--- src/rtl/alu_ctrl_pkg.sv ---
// Shared constants for the ALU scheduler: op codes, per-op issue latency and FSM states.
package alu_ctrl_pkg;

  localparam logic [3:0] OP_NOT  = 4'd0;
  localparam logic [3:0] OP_AND  = 4'd1;
  localparam logic [3:0] OP_OR   = 4'd2;
  localparam logic [3:0] OP_XOR  = 4'd3;
  localparam logic [3:0] OP_NAND = 4'd4;
  localparam logic [3:0] OP_NOR  = 4'd5;
  localparam logic [3:0] OP_SHL  = 4'd6;
  localparam logic [3:0] OP_SHR  = 4'd7;
  localparam logic [3:0] OP_ADD  = 4'd8;
  localparam logic [3:0] OP_SUB  = 4'd9;
  localparam logic [3:0] OP_MUL  = 4'd10;
  localparam logic [3:0] OP_DIV  = 4'd11;

  localparam int LAT_BASE = 1;
  localparam int LAT_MUL  = 2;
  localparam int LAT_DIV  = 4;
  localparam int LAT_MAX  = 4;

  typedef enum logic [1:0] {
    ST_IDLE = 2'd0,
    ST_BUSY = 2'd1,
    ST_RESP = 2'd2
  } state_t;

  // The counter holds cycles remaining after the current one, so it loads L-1.
  function automatic logic [1:0] lat_load(input logic [3:0] op);
    case (op)
      OP_MUL:  return 2'(LAT_MUL - 1);
      OP_DIV:  return 2'(LAT_DIV - 1);
      default: return 2'(LAT_BASE - 1);
    endcase
  endfunction

endpackage

--- src/rtl/rr_arbiter_2.sv ---
// Two-way round-robin arbiter; the pointer remembers the last winner and starts out favouring req[0].
module rr_arbiter_2 (
  input  logic       clk,
  input  logic       reset,
  input  logic [1:0] req,
  input  logic       advance,
  output logic [1:0] grant
);

  logic last_grant;

  always_comb begin
    grant = 2'b00;
    case (req)
      2'b01:   grant = 2'b01;
      2'b10:   grant = 2'b10;
      2'b11:   grant = last_grant ? 2'b01 : 2'b10;
      default: grant = 2'b00;
    endcase
  end

  always_ff @(posedge clk or posedge reset) begin
    if (reset) begin
      last_grant <= 1'b1;
    end else if (advance && (grant != 2'b00)) begin
      last_grant <= grant[1];
    end
  end

endmodule

--- src/rtl/alu_scheduler.sv ---
// Shares one external ALU between two requesters: arbitrates, issues for the op latency, then holds the response.
module alu_scheduler
  import alu_ctrl_pkg::*;
(
  input  logic       clk,
  input  logic       reset,
  input  logic       req0_valid,
  output logic       req0_ready,
  input  logic [3:0] req0_a,
  input  logic [3:0] req0_b,
  input  logic [3:0] req0_op,
  input  logic       req1_valid,
  output logic       req1_ready,
  input  logic [3:0] req1_a,
  input  logic [3:0] req1_b,
  input  logic [3:0] req1_op,
  output logic [3:0] alu_a,
  output logic [3:0] alu_b,
  output logic [3:0] alu_op,
  input  logic [3:0] alu_result,
  output logic       rsp_valid,
  input  logic       rsp_ready,
  output logic       rsp_id,
  output logic [3:0] rsp_result,
  output logic       rsp_err
);

  state_t     state, next_state;
  logic [1:0] grant;
  logic       idle, accept;
  logic [3:0] acc_a, acc_b, acc_op;
  logic       acc_illegal, acc_divz;
  logic [3:0] op_a, op_b, op_code;
  logic [1:0] lat_cnt;

  rr_arbiter_2 u_arb (
    .clk     (clk),
    .reset   (reset),
    .req     ({req1_valid, req0_valid}),
    .advance (accept),
    .grant   (grant)
  );

  assign idle       = (state == ST_IDLE) && !reset;
  assign req0_ready = idle && grant[0];
  assign req1_ready = idle && grant[1];
  assign accept     = (req0_valid && req0_ready) || (req1_valid && req1_ready);

  assign acc_a       = grant[1] ? req1_a  : req0_a;
  assign acc_b       = grant[1] ? req1_b  : req0_b;
  assign acc_op      = grant[1] ? req1_op : req0_op;
  assign acc_illegal = acc_op > OP_DIV;
  assign acc_divz    = (acc_op == OP_DIV) && (acc_b == 4'd0);

  always_ff @(posedge clk or posedge reset) begin
    if (reset) state <= ST_IDLE;
    else       state <= next_state;
  end

  // Errors short-circuit straight to RESP so the ALU never sees the bad op.
  always_comb begin
    next_state = state;
    case (state)
      ST_IDLE: if (accept) next_state = (acc_illegal || acc_divz) ? ST_RESP : ST_BUSY;
      ST_BUSY: if (lat_cnt == 2'd0) next_state = ST_RESP;
      ST_RESP: if (rsp_ready) next_state = ST_IDLE;
      default: next_state = ST_IDLE;
    endcase
  end

  always_ff @(posedge clk or posedge reset) begin
    if (reset) begin
      op_a       <= 4'd0;
      op_b       <= 4'd0;
      op_code    <= 4'd0;
      lat_cnt    <= 2'd0;
      rsp_id     <= 1'b0;
      rsp_result <= 4'd0;
      rsp_err    <= 1'b0;
    end else if (state == ST_IDLE) begin
      if (accept) begin
        op_a    <= acc_a;
        op_b    <= acc_b;
        op_code <= acc_op;
        lat_cnt <= lat_load(acc_op);
        rsp_id  <= grant[1];
        rsp_err <= acc_illegal || acc_divz;
        if (acc_illegal)   rsp_result <= 4'h0;
        else if (acc_divz) rsp_result <= 4'hF;
      end
    end else if (state == ST_BUSY) begin
      if (lat_cnt == 2'd0) rsp_result <= alu_result;
      else                 lat_cnt    <= lat_cnt - 2'd1;
    end
  end

  assign alu_a     = (state == ST_BUSY) ? op_a    : 4'd0;
  assign alu_b     = (state == ST_BUSY) ? op_b    : 4'd0;
  assign alu_op    = (state == ST_BUSY) ? op_code : 4'd0;
  assign rsp_valid = (state == ST_RESP);

endmodule
--- config.mk ---
export PLATFORM = sky130hd
export DESIGN_NAME = alu_scheduler
export DESIGN_NICKNAME = d
export VERILOG_FILES = /design/src/rtl/alu_ctrl_pkg.sv /design/src/rtl/rr_arbiter_2.sv /design/src/rtl/alu_scheduler.sv
export SDC_FILE = /design/constraint.sdc
export NUM_CORES = 1
export LEC_CHECK = 0
export CORE_MARGIN = 2
export CORE_UTILIZATION = 48
export DETAILED_ROUTE_END_ITERATION = 10
export PLACE_DENSITY_LB_ADDON = 0.08
export SYNTH_ARGS = -nofsm -noshare
export SYNTH_HDL_FRONTEND = slang
export SYNTH_SLANG_ARGS = --single-unit
--- constraint.sdc ---
create_clock -name clk -period 2.9 [get_ports clk]
set_input_delay 0.58 -clock clk [delete_from_list [all_inputs] [get_ports clk]]
set_output_delay 0.58 -clock clk [all_outputs]
set_load 0.01 [all_outputs]
==> summary.md, run 1 <==
| Metric | Value |
|---|---|
| Reg2Reg Depth | `6` |
| Synth area leader | `dfrtp_1` |
| Post-synth top area share | `between 30 and 40%` |
| Crit path kind | `in2out` |
| Req. time, crit path | `approximately 2300 ps` |
| Die Span X | `approximately 59 um` |
| Cell with the most instances after synthesis | `dfrtp_1` |
| Pleak | `just under 0.9 nW` |
| Tcrit/Tclk final | `90.65%` |
| Hold_buf cts | `0` |
| Hold Crit Endpoint | `op_code[0]` |
| Number of global-route vias before repair | `about 1.4k` |
| Largest net degree at the start of global routing | `25` |
| Drt drc | `0` |
| Worst reg2reg endpoint | `op_code[3]` |
| DRT iter0 DRCs | `40` |
| Maxcap violations | `0` |
| Met1 GRT Util | `between 20% and 30%` |
| Max FO, Critical Path | `3` |
| Detailed Place HPWL | `roughly 3.0 mm` |
| Core Util, Final | `between 60 and 70%` |
| PwrDens | `between 700 and 800 nW/um^2` |
| Final ANT Viol Nets | `0` |
| Min-delay src | `op_code[0]` |
| Vias per cell | `5.738` |
| Fmax achieved | `between 0.3 and 0.4 GHz` |
| First-pass GRT wire length | `between 6 and 7 mm` |
| Total track usage | `22.72%` |
| Top FF cell, synth | `dfrtp_1` |
| Std-Cell Rows | `20` |
| Total negative slack | `0 ps` |
| Worst Skew | `~15 ps` |
| R2r startpoint | `state[0]` |
| Slew @ Worst Pin | `583.6 ps` |
| Cell variety after synth | `37` |
| Top post-synthesis cells by count | `22 x dfrtp_1, 21 x nand2_1, 15 x mux2i_1` |
| Syn_nets | `~180` |
| Hold Crit Depth | `2` |
| Final setup vio count | `0` |
| Final Total Pwr | `approximately 1.6 mW` |
| Die Area | `about 3500 um^2` |
| Ranking of synthesized cells by area | `dfrtp_1 38%, mux2i_1 10%, nand2_1 5.4%` |
| DRT Pass-1 Iters | `4` |
| Grt ovf | `0` |
| Total routed wirelength | `3.762 mm` |
| Antenna cells | `0` |
| Die height | `just under 60 um` |
| Initial antenna violation count | `0` |
| Net count, final | `~240` |
| Number of synthesized flops with an enable pin | `0` |
| Worst-Skew Late Latency | `310 ps` |
| Worst Hold Class | `reg2reg` |
| Post-Syn Instances | `about 150` |
| Async SR Flop Fraction | `100.0%` |
| Critical Path Start Type | `input port` |
| GRT busiest layer | `met2` |
| Layout cells sized above 1 | `between 10% and 20%` |
| Met2 GRT Util | `between 40 and 50%` |
| Clock transition at the registers of the reported paths | `about 120 ps` |
| Clock root buffer | `clkbuf_4` |
| Fin crit period | `2629 ps` |
| Final std cells w/o fill | `about 240` |
| Worst reg2reg setup slack | `790 ps` |
| Mapped Avg Cell Area | `~9.9 um^2` |
| Status | `finished, final reports clean` |
| Seq cells post-synth | `23` |
| Post-cts sizing count | `0` |
| DR WL/cell | `approximately 16 um` |
| Critical Path End Type | `primary output` |
| CTS Sinks | `23` |
| Final instance area | `slightly above 2000 um^2` |
| Routability congestion estimate | `between 0.8 and 0.9` |
| Setup slack after layout | `between 200 and 300 ps` |
| DP Area | `slightly above 2000 um^2` |
| M3 GR Usage | `under 10%` |
| Longest Clk Path Bufs | `2` |
| Synthesis warning total | `0` |
| Worst slew margin relative to its limit | `about three fifths` |
| CTS tree | `yes` |
| Depth of the CTS H-tree | `1` |
| Starting Density | `between 40% and 50%` |
| Final Hold Viols | `0` |
| Max rail drop VDD | `0.0004153 V` |
| Max Slew Vio Count | `0` |
| Port bufs | `between 50 and 60` |
| Register area share after synthesis | `39.50%` |
| Num ports | `54` |
| Core ar. | `about 3000 um^2` |
| Vias | `1,360` |
| Pre-CTS setup slack | `between 200 and 300 ps` |
| Num CTS Buffers | `3` |
| Post-Place Cells | `roughly 230` |
| Arrival time worst endpoint | `2050 ps` |
| Synthesized cell area | `about 1500 um^2` |
| Area delta synth->final | `40.36%` |
| Hold WS | `slightly below 500 ps` |
| # Post-CTS Setup Buffers | `0` |
| RSZ-0062 raised after global routing | `false` |
-- cell usage in the layout (no fill, tap or decap), types with 5 or more instances in the layout --
cell type and instances:
and2_1 12, buf_4 8, clkdlybuf4s50_1 53, dfrtp_1 22
inv_1 5, mux2i_1 15, nand2_1 21, nor4_1 6
o21ai_1 5, o21ai_2 7
-- logic make-up after synthesis --
group | synth area share [%]
AOI/OAI and AO/OA | 19.37
adders and majority gates | 0.8568
buffers and inverters | 6.084
DFF | 39.50
muxes | 11.82
and+or+nand+nor | 22.37
-- flip-flops by register name, indices dropped and copies added (netlist names), 2 cells and up --
register,flops
rsp_result,4
op_a,4
op_code,4
lat_cnt,2
state,2
op_b,4
-- worst max-delay path, cell delays in order --
cell             delay [ps]
clkdlybuf4s50_1         510
a21boi_2                190
and3_1                  210
clkdlybuf4s50_1         560
-- report_power, final --
part	internal (mW)	switching, mW	leakage, nW	total [mW]
Combinational	0.470	0.439	0.571	0.909
Sequential	0.472	0.101	0.285	0.573
Clock	0.0514	0.0986	0.0177	0.150
Total	0.994	0.638	0.873	1.63
-- worst max path at each step --
stage,endpoint,slack (ps),from
final,req1_ready,270,req1_valid
after global routing,req1_ready,240,req1_valid
after CTS,req1_ready,270,req1_valid
after detailed placement,req1_ready,270,req1_valid
after global placement,req1_ready,330,req1_valid
after floorplan,req1_ready,900,reset
-- per-layer routing --
metal / share of wire (%) / up-vias / wire (um)
met5: 0 / - / 0
met4: 1.2 / 0 / 45
met3: 5.3 / 6 / 200
met2: 52 / 48 / 1944
met1: 42 / 654 / 1572
li1: - / 652 / -
-- final cells by class --
cell class / instances / area, um^2
fillers: 258 / 928.4
multi-input cells: 111 / 794.5
repair buffers: 61 / 590.6
flip-flops and latches: 23 / 576.8
well taps: 33 / 41.29
clock buffers: 3 / 22.52
inverters: 5 / 18.77
clock inverters: 1 / 5.005
Note: power is estimated with default switching activity, not from simulation.
==> inputs of run 2 (changes only) <==
--- a/config.mk
+++ b/config.mk
@@ -5,7 +5,7 @@
 export SDC_FILE = /design/constraint.sdc
 export NUM_CORES = 1
 export LEC_CHECK = 0
-export CORE_MARGIN = 2
+export CAP_MARGIN = 20
 export CORE_UTILIZATION = 48
 export DETAILED_ROUTE_END_ITERATION = 10
 export PLACE_DENSITY_LB_ADDON = 0.08
==> run 2 against run 1 <==
The flow now finishes with violations (design-rule violations). Clock skew down 3.5 ps. Critical path depth unchanged. Worst setup slack worse by 40 ps. Critical path type unchanged. Combinational power about the same. Highest routed layer unchanged. Sequential share of layout area up 0.052 points.
==> summary.md, run 2 (synthesis results as in run 1) <==
| Metric | Value |
|---|---|
| Status | `complete, but fails checks` |
| Violated checks | `design-rule violations` |
| Fmax achieved | `0.3746 GHz (-1.5%)` |
| Die Area | `3267 um^2 (-6.6%)` |
| CTS tree | `yes` |
| Routability congestion estimate | `0.8211 (+2.6%)` |
| CP bufs+invs | `2 (unchanged)` |
| Depth of the CTS H-tree | `1 (unchanged)` |
| Arrival time worst endpoint | `2090 ps (+40 ps)` |
| Port bufs | `53 (unchanged)` |
| Drt drc | `4 (+4)` |
| Std-Cell Rows | `19 (-5.0%)` |
| Final Hold Viols | `0 (unchanged)` |
| R2r startpoint | `u_arb.last_grant` |
| Commonest non-fill, non-tap cell in the layout | `clkdlybuf4s50_1` |
| Max incr delay on CP | `570 ps (about the same)` |
| Worst reg2reg endpoint | `rsp_result[3]` |
| Total track usage | `23.90% (+1.2 points)` |
| Vias per cell | `5.566 (-3.0%)` |
| Area delta synth->final | `40.10%` |
| Max rail drop VDD | `0.0005984 V (+44%)` |
| Maxcap violations | `0 (unchanged)` |
| Critical Path Start Type | `input port` |
| Antenna cells | `0 (unchanged)` |
| Hold_buf cts | `0 (unchanged)` |
| Pleak | `0.8708 nW (-0.31%)` |
| Commonest non-fill, non-tap cells in the layout | `53 x clkdlybuf4s50_1, 22 x dfrtp_1, 21 x nand2_1` |
| Worst-Skew Late Latency | `310 ps (about the same)` |
| Final ANT Viol Nets | `0 (unchanged)` |
| # Post-CTS Setup Buffers | `0 (unchanged)` |
| Final instance area | `2046 um^2 (-0.18%)` |
| DRT Pass-1 Iters | `7 (+3)` |
| First-pass GRT wire length | `6.044 mm (+0.35%)` |
| Core ar. | `2829 um^2 (-5.0%)` |
| Total negative slack | `0 ps (unchanged)` |
| Req. time, crit path | `2320 ps (about the same)` |
| Worst Hold Class | `reg2reg` |
| Layout cells sized above 1 | `14.22% (-0.49 points)` |
| Vias | `1,308 (-3.8%)` |
| Worst slew margin relative to its limit | `72.95% (+12 points)` |
| Net count, final | `239 (unchanged)` |
| Detailed Place HPWL | `2.751 mm (-8.0%)` |
| Worst Skew | `12.01 ps (-3.477 ps)` |
| Stages on worst setup path | `4 (unchanged)` |
| DRT iter0 DRCs | `37 (-7.5%)` |
| Num CTS Buffers | `3 (unchanged)` |
| Post-cts sizing count | `0 (unchanged)` |
| Clock root buffer | `clkbuf_4` |
| Grt ovf | `0 (unchanged)` |
| Fin crit period | `2669 ps (+40.45 ps)` |
| Critical Path End Type | `primary output` |
| Final setup vio count | `0 (unchanged)` |
| Crit path capture | `req1_ready` |
| Delay-heaviest family, CP | `buffers and inverters` |
| Starting Density | `51.61% (+2.6 points)` |
| CP startpoint | `req1_valid` |
| Max Slew Vio Count | `0 (unchanged)` |
| DR WL/cell | `15.06 um (-5.2%)` |
| Total routed wirelength | `3.538 mm (-6.0%)` |
| PwrDens | `794.9 nW/um^2 (-0.18%)` |
| Core Util, Final | `72.31% (+3.5 points)` |
| CP max-delay cell | `clkdlybuf4s50_1` |
| DP Area | `2019 um^2 (-0.12%)` |
| Initial antenna violation count | `0 (unchanged)` |
| Num ports | `54 (unchanged)` |
| Cell repeated most along the worst path | `clkdlybuf4s50_1` |
| Pre-CTS setup slack | `244.2 ps (-23.67 ps)` |
| Crit path cell chain | `clkdlybuf4s50_1 > a21boi_2 > and3_1 > clkdlybuf4s50_1` |
| RSZ-0062 raised after global routing | `false` |
| Slew @ Worst Pin | `402.0 ps (-181.6 ps)` |
| Hold WS | `483.8 ps (-0.2520 ps)` |
| Longest Clk Path Bufs | `2 (unchanged)` |
| CTS Sinks | `23 (unchanged)` |
| Max FO, Critical Path | `3 (unchanged)` |
| Reg2Reg Depth | `5 (-1)` |
| Clock transition at the registers of the reported paths | `120 ps (about the same)` |
| Worst reg2reg setup slack | `1090 ps (+300 ps)` |
| Crit path kind | `in2out` |
| Setup slack after layout | `230.8 ps (-40.45 ps)` |
| Tcrit/Tclk final | `92.04% (+1.4 points)` |
| Number of global-route vias before repair | `1,410 (+2.1%)` |
| Die Span X | `57.16 um (-3.4%)` |
| Die height | `57.16 um (-3.4%)` |
| Largest net degree at the start of global routing | `28 (+12%)` |
==> run 2: cell count changes in the layout (fill, tap and decap cells not counted), sizes merged <==
cell | previous run | this run
clkinv | 1 | 0
clkbuf | 3 | 4
==> run 2: worst min path at each step <==
| stage | from | to | slack, ps | cells after the start |
|---|---|---|---|---|
| floorplan | op_a[2] | op_a[2] | 440 | 2 |
| global placement | op_code[2] | op_code[2] | 450 | 2 |
| detailed placement | op_a[2] | op_a[2] | 460 | 2 |
| CTS | op_a[2] | op_a[2] | 490 | 2 |
| global route | op_code[2] | op_code[2] | 530 | 2 |
| finish | op_a[2] | op_a[2] | 480 | 2 |
==> run 2: routing by layer <==
metal / up-vias / global-route usage [%] / routed length [um]
li1: 646 / - / -
met1: 624 / 27.45 / 1472
met2: 34 / 45.55 / 1913
met3: 4 / 2.721 / 128
met4: 0 / 8.362 / 24
met5: - / 0 / 0
==> run 2: worst reg2reg max path: cells and delay by family, from the launching register on <==
family          cells  cell delay [ps]
buf+inv             1              230
mux                 1              160
flops               1              570
compound gates      3              740
==> run 2: power breakdown <==
group	switching (mW)	internal [mW]	total, mW	leakage [nW]
registers	0.0995	0.472	0.572	0.285
clock network	0.0950	0.0536	0.149	0.0150
logic	0.436	0.470	0.906	0.571
total	0.630	0.996	1.63	0.871
==> run 2: metrics by stage <==
step	std cells	power, mW
after global routing	235	1.747
after CTS	235	1.640
after detailed placement	231	1.488
final	235	1.626
after floorplan	148	1.168
after global placement	231	1.442
==> run 2: layout make-up <==
| class | count | area [um^2] |
|---|---|---|
| clock buffer | 4 | 26.28 |
| fill | 219 | 783.3 |
| inverter | 5 | 18.77 |
| multi-input combinational | 111 | 794.5 |
| sequential | 23 | 576.8 |
| tap | 31 | 38.79 |
| timing repair buffer | 61 | 590.6 |
==> inputs of run 3 (changes only) <==
--- a/config.mk
+++ b/config.mk
@@ -6,9 +6,12 @@
 export NUM_CORES = 1
 export LEC_CHECK = 0
 export CAP_MARGIN = 20
-export CORE_UTILIZATION = 48
+export CELL_PAD_IN_SITES_DETAIL_PLACEMENT = 0
+export CELL_PAD_IN_SITES_GLOBAL_PLACEMENT = 2
+export CORE_UTILIZATION = 28
 export DETAILED_ROUTE_END_ITERATION = 10
 export PLACE_DENSITY_LB_ADDON = 0.08
+export SLEW_MARGIN = 20
 export SYNTH_ARGS = -nofsm -noshare
 export SYNTH_HDL_FRONTEND = slang
 export SYNTH_SLANG_ARGS = --single-unit
==> run 3 against run 2 <==
The flow now finishes without violations. Largest cell class unchanged. Sequential power is essentially flat. Fmax grew 2.5%. Total power grew 3.3%. Utilization shrank 29 points. Worst setup slack gained 65 ps.
==> summary.md, run 3 (synthesis results as in run 1) <==
| Metric | Value |
|---|---|
| Final Hold Viols | `0 (unchanged)` |
| CP bufs+invs | `2 (unchanged)` |
| DRT Pass-1 Iters | `4 (-3)` |
| Final setup vio count | `0 (unchanged)` |
| RSZ-0062 raised after global routing | `false` |
| Worst-Skew Late Latency | `270 ps (-40 ps)` |
| Post-cts sizing count | `0 (unchanged)` |
| Clock transition at the registers of the reported paths | `90 ps (-30 ps)` |
| Worst slew margin relative to its limit | `70.36% (-2.6 points)` |
| Clock root buffer | `clkbuf_8` |
| Starting Density | `29.92% (-22 points)` |
| Fin crit period | `2604 ps (-65.42 ps)` |
| Grt ovf | `0 (unchanged)` |
| Total negative slack | `0 ps (unchanged)` |
| Largest net degree at the start of global routing | `27 (-3.6%)` |
| Reg2Reg Depth | `5 (unchanged)` |
| Final Total Pwr | `1.680 mW (+3.3%)` |
| Num CTS Buffers | `3 (unchanged)` |
| Fill count | `486 (+120%)` |
| Hold Crit Depth | `2 (unchanged)` |
| Longest Clk Path Bufs | `2 (unchanged)` |
| Max rail drop VDD | `0.0003487 V (-42%)` |
| Setup slack after layout | `296.2 ps (+65.42 ps)` |
| Net count, final | `239 (unchanged)` |
| Drt drc | `0 (-4)` |
| Commonest non-fill, non-tap cells in the layout | `53 x clkdlybuf4s50_1, 22 x dfrtp_1, 21 x nand2_1` |
| Vias | `1,302 (-0.46%)` |
| First-pass GRT wire length | `6.279 mm (+3.9%)` |
| Req. time, crit path | `2320 ps (about the same)` |
| Initial antenna violation count | `0 (unchanged)` |
| Num ports | `54 (unchanged)` |
| Delay-heaviest family, CP | `buffers and inverters` |
| Final ANT Viol Nets | `0 (unchanged)` |
| Max FO, Critical Path | `3 (unchanged)` |
| Worst Skew | `6.841 ps (-5.165 ps)` |
| Layout cells sized above 1 | `14.71% (+0.49 points)` |
| DR WL/cell | `14.33 um (-4.8%)` |
| Worst Hold Class | `reg2reg` |
| Port bufs | `53 (unchanged)` |
| FF+latch area | `576.8 um^2 (unchanged)` |
| Number of global-route vias before repair | `1,286 (-8.8%)` |
| Hold_buf cts | `0 (unchanged)` |
| Tcrit/Tclk final | `89.79% (-2.3 points)` |
| Final instance area | `2113 um^2 (+3.3%)` |
| Min-delay src | `op_a[3]` |
| Critical Path End Type | `primary output` |
| Post-Place Cells | `267 (+16%)` |
| Pleak | `0.8775 nW (+0.77%)` |
| Die height | `74.22 um (+30%)` |
| DP Area | `2064 um^2 (+2.2%)` |
| Maxcap violations | `0 (unchanged)` |
| Status | `finished, final reports clean` |
| Hold Crit Endpoint | `op_a[3]` |
| DRT iter0 DRCs | `40 (+8.1%)` |
| Crit path kind | `in2out` |
| Total track usage | `15.00% (-8.9 points)` |
| Fmax achieved | `0.3841 GHz (+2.5%)` |
| Area delta synth->final | `44.73%` |
| Std-Cell Rows | `25 (+6)` |
| Die Area | `5508 um^2 (+69%)` |
| Detailed Place HPWL | `2.888 mm (+5.0%)` |
| Depth of the CTS H-tree | `1 (unchanged)` |
| Antenna cells | `0 (unchanged)` |
| PwrDens | `794.8 nW/um^2 (about the same)` |
| Slew @ Worst Pin | `440.5 ps (+38.51 ps)` |
| Core ar. | `4880 um^2 (+72%)` |
| Worst reg2reg endpoint | `rsp_id` |
| Total routed wirelength | `3.884 mm (+9.8%)` |
| # Post-CTS Setup Buffers | `0 (unchanged)` |
| R2r startpoint | `state[0]` |
| Die Span X | `74.22 um (+30%)` |
| Max Slew Vio Count | `0 (unchanged)` |
| Pre-CTS setup slack | `313.0 ps (+68.76 ps)` |
| Stages on worst setup path | `4 (unchanged)` |
| CTS tree | `yes` |
| CTS Sinks | `23 (unchanged)` |
| Commonest non-fill, non-tap cell in the layout | `clkdlybuf4s50_1` |
| Max incr delay on CP | `550 ps (-20 ps)` |
| Cell repeated most along the worst path | `clkdlybuf4s50_1` |
| Vias per cell | `4.804 (-14%)` |
| Worst reg2reg setup slack | `1040 ps (-50 ps)` |
| Area of the multi-input gates | `794.5 um^2 (unchanged)` |
| Final std cells w/o fill | `271 (+15%)` |
| Routability congestion estimate | `0.7384 (-10%)` |
| Arrival time worst endpoint | `2020 ps (-70 ps)` |
| Crit path cell chain | `clkdlybuf4s50_1 > a21boi_2 > and3_1 > clkdlybuf4s50_1` |
| Critical Path Start Type | `input port` |
| CP max-delay cell | `clkdlybuf4s50_1` |
[run 3: changes by cell type in the layout (fill, tap and decap cells not counted), sizes merged]
cell      change
clkbuf        -1
clkinvlp      +1
[run 3: cell type report]
type,count,area share (%)
flip-flops and latches,23,27.29
clock buffers,3,1.954
clock inverters,1,0.3552
inverters,5,0.8881
multi-input cells,111,37.60
repair buffers,61,27.95
well taps,67,3.967
[run 3: per-stage QoR]
stage | utilization, % | hold WS (ps)
6_report | 43.31 | 471.1
3_5_place_dp | 42.31 | 456.5
3_3_place_gp | 42.31 | 451.0
4_1_cts | 43.31 | 476.5
5_1_grt | 43.31 | 495.6
2_1_floorplan | - | 443.0
[run 3: how the worst max path moves through the flow]
stage	from	end	slack, ps
CTS	req1_valid	req1_ready	300
global placement	req1_valid	req1_ready	330
finish	req1_valid	req1_ready	300
detailed placement	req1_valid	req1_ready	310
global route	req1_valid	req1_ready	220
floorplan	reset	req1_ready	900
[run 3: worst min-delay path, cell delays in order (launching register included)]
cell and delay, ps:
dfrtp_1 340, nand2_1 60, o21ai_2 50
[run 3: routing by layer]
layer | part of all wire, % | GRT usage, %
met5 | 0 | 0
met3 | 5.9 | 2.575
met2 | 45 | 24.75
met4 | 1.4 | 5.660
met1 | 48 | 19.70
[run 3: power by group]
part	internal (mW)	switching, mW	total (mW)
registers	0.473	0.0987	0.572
logic	0.469	0.425	0.894
clock network	0.0975	0.116	0.213
total	1.04	0.640	1.68
==> RTL change 1: new RTL, settings of run 2 <==
Make the reset (`reset`) synchronous in 3 clocked blocks.
--- a/src/rtl/rr_arbiter_2.sv
+++ b/src/rtl/rr_arbiter_2.sv
@@ -20,5 +20,5 @@
   end
 
-  always_ff @(posedge clk or posedge reset) begin
+  always_ff @(posedge clk) begin
     if (reset) begin
       last_grant <= 1'b1;
--- a/src/rtl/alu_scheduler.sv
+++ b/src/rtl/alu_scheduler.sv
@@ -53,5 +53,5 @@
   assign acc_divz    = (acc_op == OP_DIV) && (acc_b == 4'd0);
 
-  always_ff @(posedge clk or posedge reset) begin
+  always_ff @(posedge clk) begin
     if (reset) state <= ST_IDLE;
     else       state <= next_state;
@@ -69,5 +69,5 @@
   end
 
-  always_ff @(posedge clk or posedge reset) begin
+  always_ff @(posedge clk) begin
     if (reset) begin
       op_a       <= 4'd0;
Check against the original RTL: differs if reset is asserted again (counterexample within 4 cycles, from zero or initial values and one cycle with reset high); with reset held inactive, the same outputs for 10 cycles.
==> RTL change 1 against run 2 <==
Die area shrank 3.4%; cell count grew 3.8%; routed wire length grew 1.3%; critical path type unchanged; final area shrank 2.8%; sequential cell count is the same; fmax shrank 0.45%; synthesized area shrank 3.5%; critical path depth is the same; setup slack lost 0.012 ns; clock skew shrank 0.0089 ns; via count grew 5.1%.
Power is not compared: it rests on default switching activity, and its combinational part moved more than twofold at a synthesized area within 25%.
==> RTL change 1: results (changes against run 2) <==
| Metric | Value |
|---|---|
| GPL Wtd Cong | 0.7904 (-3.7%) |
| Share of post-route cells with drive strength above 1 | 10.80% (-3.4 points) |
| GRT Total Usage | 24.68% (+0.78 points) |
| Drt total wl | 3.583 mm (+1.3%) |
| Area of the multi-input gates | 853.3 um2 (+7.4%) |
| Synth top cells by count | 23 x dfxtp_1, 14 x o21ai_1, 13 x and2_1, 13 x nand3b_1, 12 x mux2i_1 |
| R2R depth | 4 (-1) |
| Placed cell area | 1962 um2 (-2.9%) |
| Plain + repair buffers | 59 (-3.3%) |
| Status | finished, final reports clean |
| Prevailing post-synth register cell | dfxtp_1 |
| Via/cell ratio | 5.635 (+1.2%) |
| Data arrival, critical path | 2.10 ns |
| DR WL/cell | 14.68 um (-2.5%) |
| Worst Hold Class | reg2reg |
| DPL Wire Length | 2.756 mm (+0.19%) |
| Dominant cells by area after synthesis | dfxtp_1 33%, mux2i_1 8.5%, nand3b_1 6.9% |
| Fraction of registers with async set/reset | 0% (-100 points) |
| Net count of the finished layout | 248 (+3.8%) |
| Met2 wire length | 1.709 mm (-11%) |
| M1 WL | 1.621 mm (+10%) |
| First-pass GRT wire length | 6.216 mm (+2.8%) |
| Worst hold start | op_b[2]$_SDFFE_PP0P_ |
| RR Startpoint | u_arb.last_grant$_SDFFE_PP1P_ |
| Syn Nets | 196 (+7.7%) |
| Met3 WL | 206 um (+61%) |
| Distinct cells, synth | 39 (+5.4%) |
| Worst path max stage delay | 0.55 ns (-0.02 ns) |
| Avg Inst Size Synth | 8.697 um2 (-12%) |
| Multi-Input Combinational | 118 (+6.3%) |
| Inverters | 9 (+4) |
| Cells after Synth | 162 (+9.5%) |
| Filler Cell Count | 236 (+7.8%) |
| Largest net degree at the start of global routing | 30 (+7.1%) |
| Start point of the critical path | reset |
| DRT Pass-1 Iters | 4 (-3) |
| Cells after DPL | 240 (+3.9%) |
| Vias in the first global route | 1376 (-2.4%) |
| Seq/total area | 23.16% (-5.0 points) |
| Tightest Pin Transition | 0.5945 ns (+0.1925 ns) |
| Final Skew | 0.003154 ns (-0.008852 ns) |
| Clock-cell share | 1.322% (+0.037 points) |
| Non-clock buffering overhead | 28.95% (+0.080 points) |
| Post-synthesis sequential area ratio | 32.68% (-6.8 points) |
RTL change 1: changes by cell type after synthesis, moves of 6 or more:
| cell | delta |
|---|---|
| dfxtp_1 | +23 |
| dfrtp_1 | -22 |
| nand2_1 | -15 |
| nand3b_1 | +11 |
| o21ai_1 | +9 |
| clkbuf_1 | +6 |
| nor4_1 | -6 |
RTL change 1: metrics by stage:
stage | setup WS, ns | hold slack, ns
6_report | 0.2186 | 0.4843
5_1_grt | 0.1532 | 0.5014
4_1_cts | 0.2394 | 0.4843
3_5_place_dp | 0.2539 | 0.4465
3_3_place_gp | 0.2458 | 0.4410
2_1_floorplan | 0.8916 | 0.4510
RTL change 1: cell families after synthesis:
family                   after synthesis  share of synthesized area (%)
multiplexers                          13                          9.325
buffers and inverters                 21                          7.016
flip-flops                            23                          32.68
AO/OA/AOI/OAI                         49                          25.58
adder cells (fa/ha/maj)                1                         0.8880
AND/OR/NAND/NOR                       55                          24.51
RTL change 1: layer usage:
| metal | vias to the layer above | track usage (%) |
|---|---|---|
| met5 | - | 0 |
| met4 | 0 | 10.10 |
| met3 | 6 | 3.721 |
| met2 | 53 | 40.14 |
| met1 | 633 | 32.66 |
| li1 | 683 | - |
RTL change 1: final timing paths:
path | endpoint | slack, ns
worst max-delay path | req1_ready | 0.22
worst min-delay path | op_b[2]$_SDFFE_PP0P_ | 0.48
worst max register to register | lat_cnt[1]$_SDFFE_PP0P_ | 1.19
worst min register to register | op_b[2]$_SDFFE_PP0P_ | 0.48
RTL change 1: critical path: cells and delay by family:
| family | cells | cell delay (ns) |
|---|---|---|
| buf+inv | 2 | 1.00 |
| simple gates | 2 | 0.52 |
==> RTL change 2: new RTL, config.mk and constraints of run 2 <==
Without the edit above. Encoding of `state_t`: now one-hot (3 bits for 3 states).
--- a/src/rtl/alu_ctrl_pkg.sv
+++ b/src/rtl/alu_ctrl_pkg.sv
@@ -20,8 +20,8 @@
   localparam int LAT_MAX  = 4;
 
-  typedef enum logic [1:0] {
-    ST_IDLE = 2'd0,
-    ST_BUSY = 2'd1,
-    ST_RESP = 2'd2
+  typedef enum logic [2:0] {
+    ST_IDLE = 3'b001,
+    ST_BUSY = 3'b010,
+    ST_RESP = 3'b100
   } state_t;
 
Function: no difference found for any inputs over 10 cycles, from zero or initial values and one cycle with reset high; not proved beyond that.
==> RTL change 2 against run 2 <==
Utilization decreased by 0.14 points; setup slack got worse by 0.11 ns; final area fell by 3.5%; global-route usage increased by 0.16 points; fmax is 3.9% lower; highest routed layer unchanged; clock power grew 27%; hold slack improved by 0.0016 ns; power is 16% lower; critical path depth unchanged; routed wire length down 2.5%; synthesized area is 6.2% lower; sequential cell count rose by 1; cell count fell by 3.8%; non-clock buffer count fell by 4; critical path type unchanged.
==> RTL change 2: results (changes against run 2) <==
| Metric | Value |
|---|---|
| Status | finished, final reports clean |
| Worst hold start | op_a[2]$_DFFE_PP0P_ |
| GPL Wtd Cong | 0.8094 (-1.4%) |
| Vias post-DR | 1260 (-3.7%) |
| GRT Total Usage | 24.06% (+0.16 points) |
| CTS root buf | clkbuf_4 |
| CTS buffer count | 3 (unchanged) |
| Vias in the first global route | 1237 (-12%) |
| Leakage | 0.8548 nW (-1.8%) |
| Initial drt markers | 49 (+32%) |
| Maximum vdd ir drop | 0.5997 mV (+0.22%) |
| Filler Cell Count | 199 (-9.1%) |
| Via/cell ratio | 5.575 (+0.17%) |
| Buffers on Ports | 53 (unchanged) |
| DR WL/cell | 15.26 um (+1.3%) |
| Data arrival, critical path | 2.20 ns (+0.11 ns) |
| Post-synthesis sequential area ratio | 44.02% (+4.5 points) |
| # diodes | 0 (unchanged) |
| R2R setup slack | 0.99 ns (-0.10 ns) |
| DRT Pass-1 Iters | 4 (-3) |
| Worst-Skew Late Latency | 0.34 ns (+0.03 ns) |
| Worst slew margin | 59.97% (-13 points) |
| Multiplexer area fraction after synthesis | 9.863% (-2.0 points) |
| Cells after DPL | 221 (-4.3%) |
| Adder-Cell Fraction of Synth Area | 0.9132% (+0.056 points) |
| Share of post-route cells with drive strength above 1 | 10.77% (-3.4 points) |
| Dominant cells by area after synthesis | dfrtp_1 40%, mux2i_1 8.8%, and2_1 5.5% |
| Synth top cells by count | 22 x dfrtp_1, 16 x nand2_1, 12 x and2_1, 12 x mux2i_1, 12 x o21ai_0 |
| Net count of the finished layout | 230 (-3.8%) |
| Synth Area in Compound Gates | 15.98% (-3.4 points) |
| Start point of the critical path | reset |
| Max FO, Critical Path | 4 (+1) |
| Xor/xnor share of the synthesized area | 0% (unchanged) |
| RR Endpoint | lat_cnt[0]$_DFFE_PP0P_ |
| Largest net degree at the start of global routing | 34 (+21%) |
| Distinct cells, synth | 39 (+5.4%) |
| Worst-case clock buffer depth | 2 (unchanged) |
| CP endpoint | req0_ready |
| First-pass GRT wire length | 5.706 mm (-5.6%) |
| RR Startpoint | state[0]$_DFFE_PP1P_ |
| Final Skew | 0.01168 ns (-0.0003274 ns) |
| DPL Wire Length | 2.536 mm (-7.8%) |
| Syn Nets | 174 (-4.4%) |
| Cells after Synth | 140 (-5.4%) |
-- RTL change 2: cell count changes after synthesis, moves of 3 or more --
cell	change
o21ai_0	+10
o22ai_1	+4
mux2i_1	-3
buf_6	-3
o21ai_1	-5
nor2_1	+5
a211oi_1	+3
nand2_1	-5
o21ai_2	-5
nor4b_1	-4
nor4_1	-4
a2111oi_2	-4
-- RTL change 2: where the power goes --
| part | switching [mW] | internal, mW | total [mW] |
|---|---|---|---|
| sequential | 0.0990 | 0.491 | 0.590 |
| clock | 0.111 | 0.0772 | 0.189 |
| combinational | 0.266 | 0.315 | 0.581 |
-- RTL change 2: area by class of cell --
class | instances | area, um2 | share of cell area (%)
Multi-Input combinational cell | 106 | 711.9 | 36.08
Sequential cell | 24 | 603.1 | 30.56
Inverter | 4 | 15.01 | 0.7609
Clock buffer | 4 | 36.28 | 1.839
Tap cell | 31 | 38.79 | 1.966
Timing Repair Buffer | 57 | 568.0 | 28.79
-- RTL change 2: through the flow --
step | setup WS, ns | utilization, % | instance area (um2) | hold slack, ns
finish | 0.1220 | 72.17 | 1973 | 0.4854
global route | 0.05768 | 72.17 | 1973 | 0.5124
CTS | 0.1279 | 71.62 | 1958 | 0.4926
detailed placement | 0.1282 | 70.30 | 1922 | 0.4629
global placement | 0.1839 | 70.30 | 1922 | 0.4567
floorplan | 1.215 | - | 1370 | 0.4418
-- RTL change 2: critical path: stages --
cell	delay (ns)
clkdlybuf4s50_1	0.47
nor4b_4	0.36
and3_1	0.24
clkdlybuf4s50_1	0.54
-- RTL change 2: layer usage --
metal / routed length [um] / up-vias / GRT usage [%]
met5: 0 / - / 0
met4: 53 / 0 / 9.643
met3: 157 / 5 / 5.855
li1: - / 613 / -
met1: 1461 / 609 / 28.24
met2: 1776 / 33 / 42.00
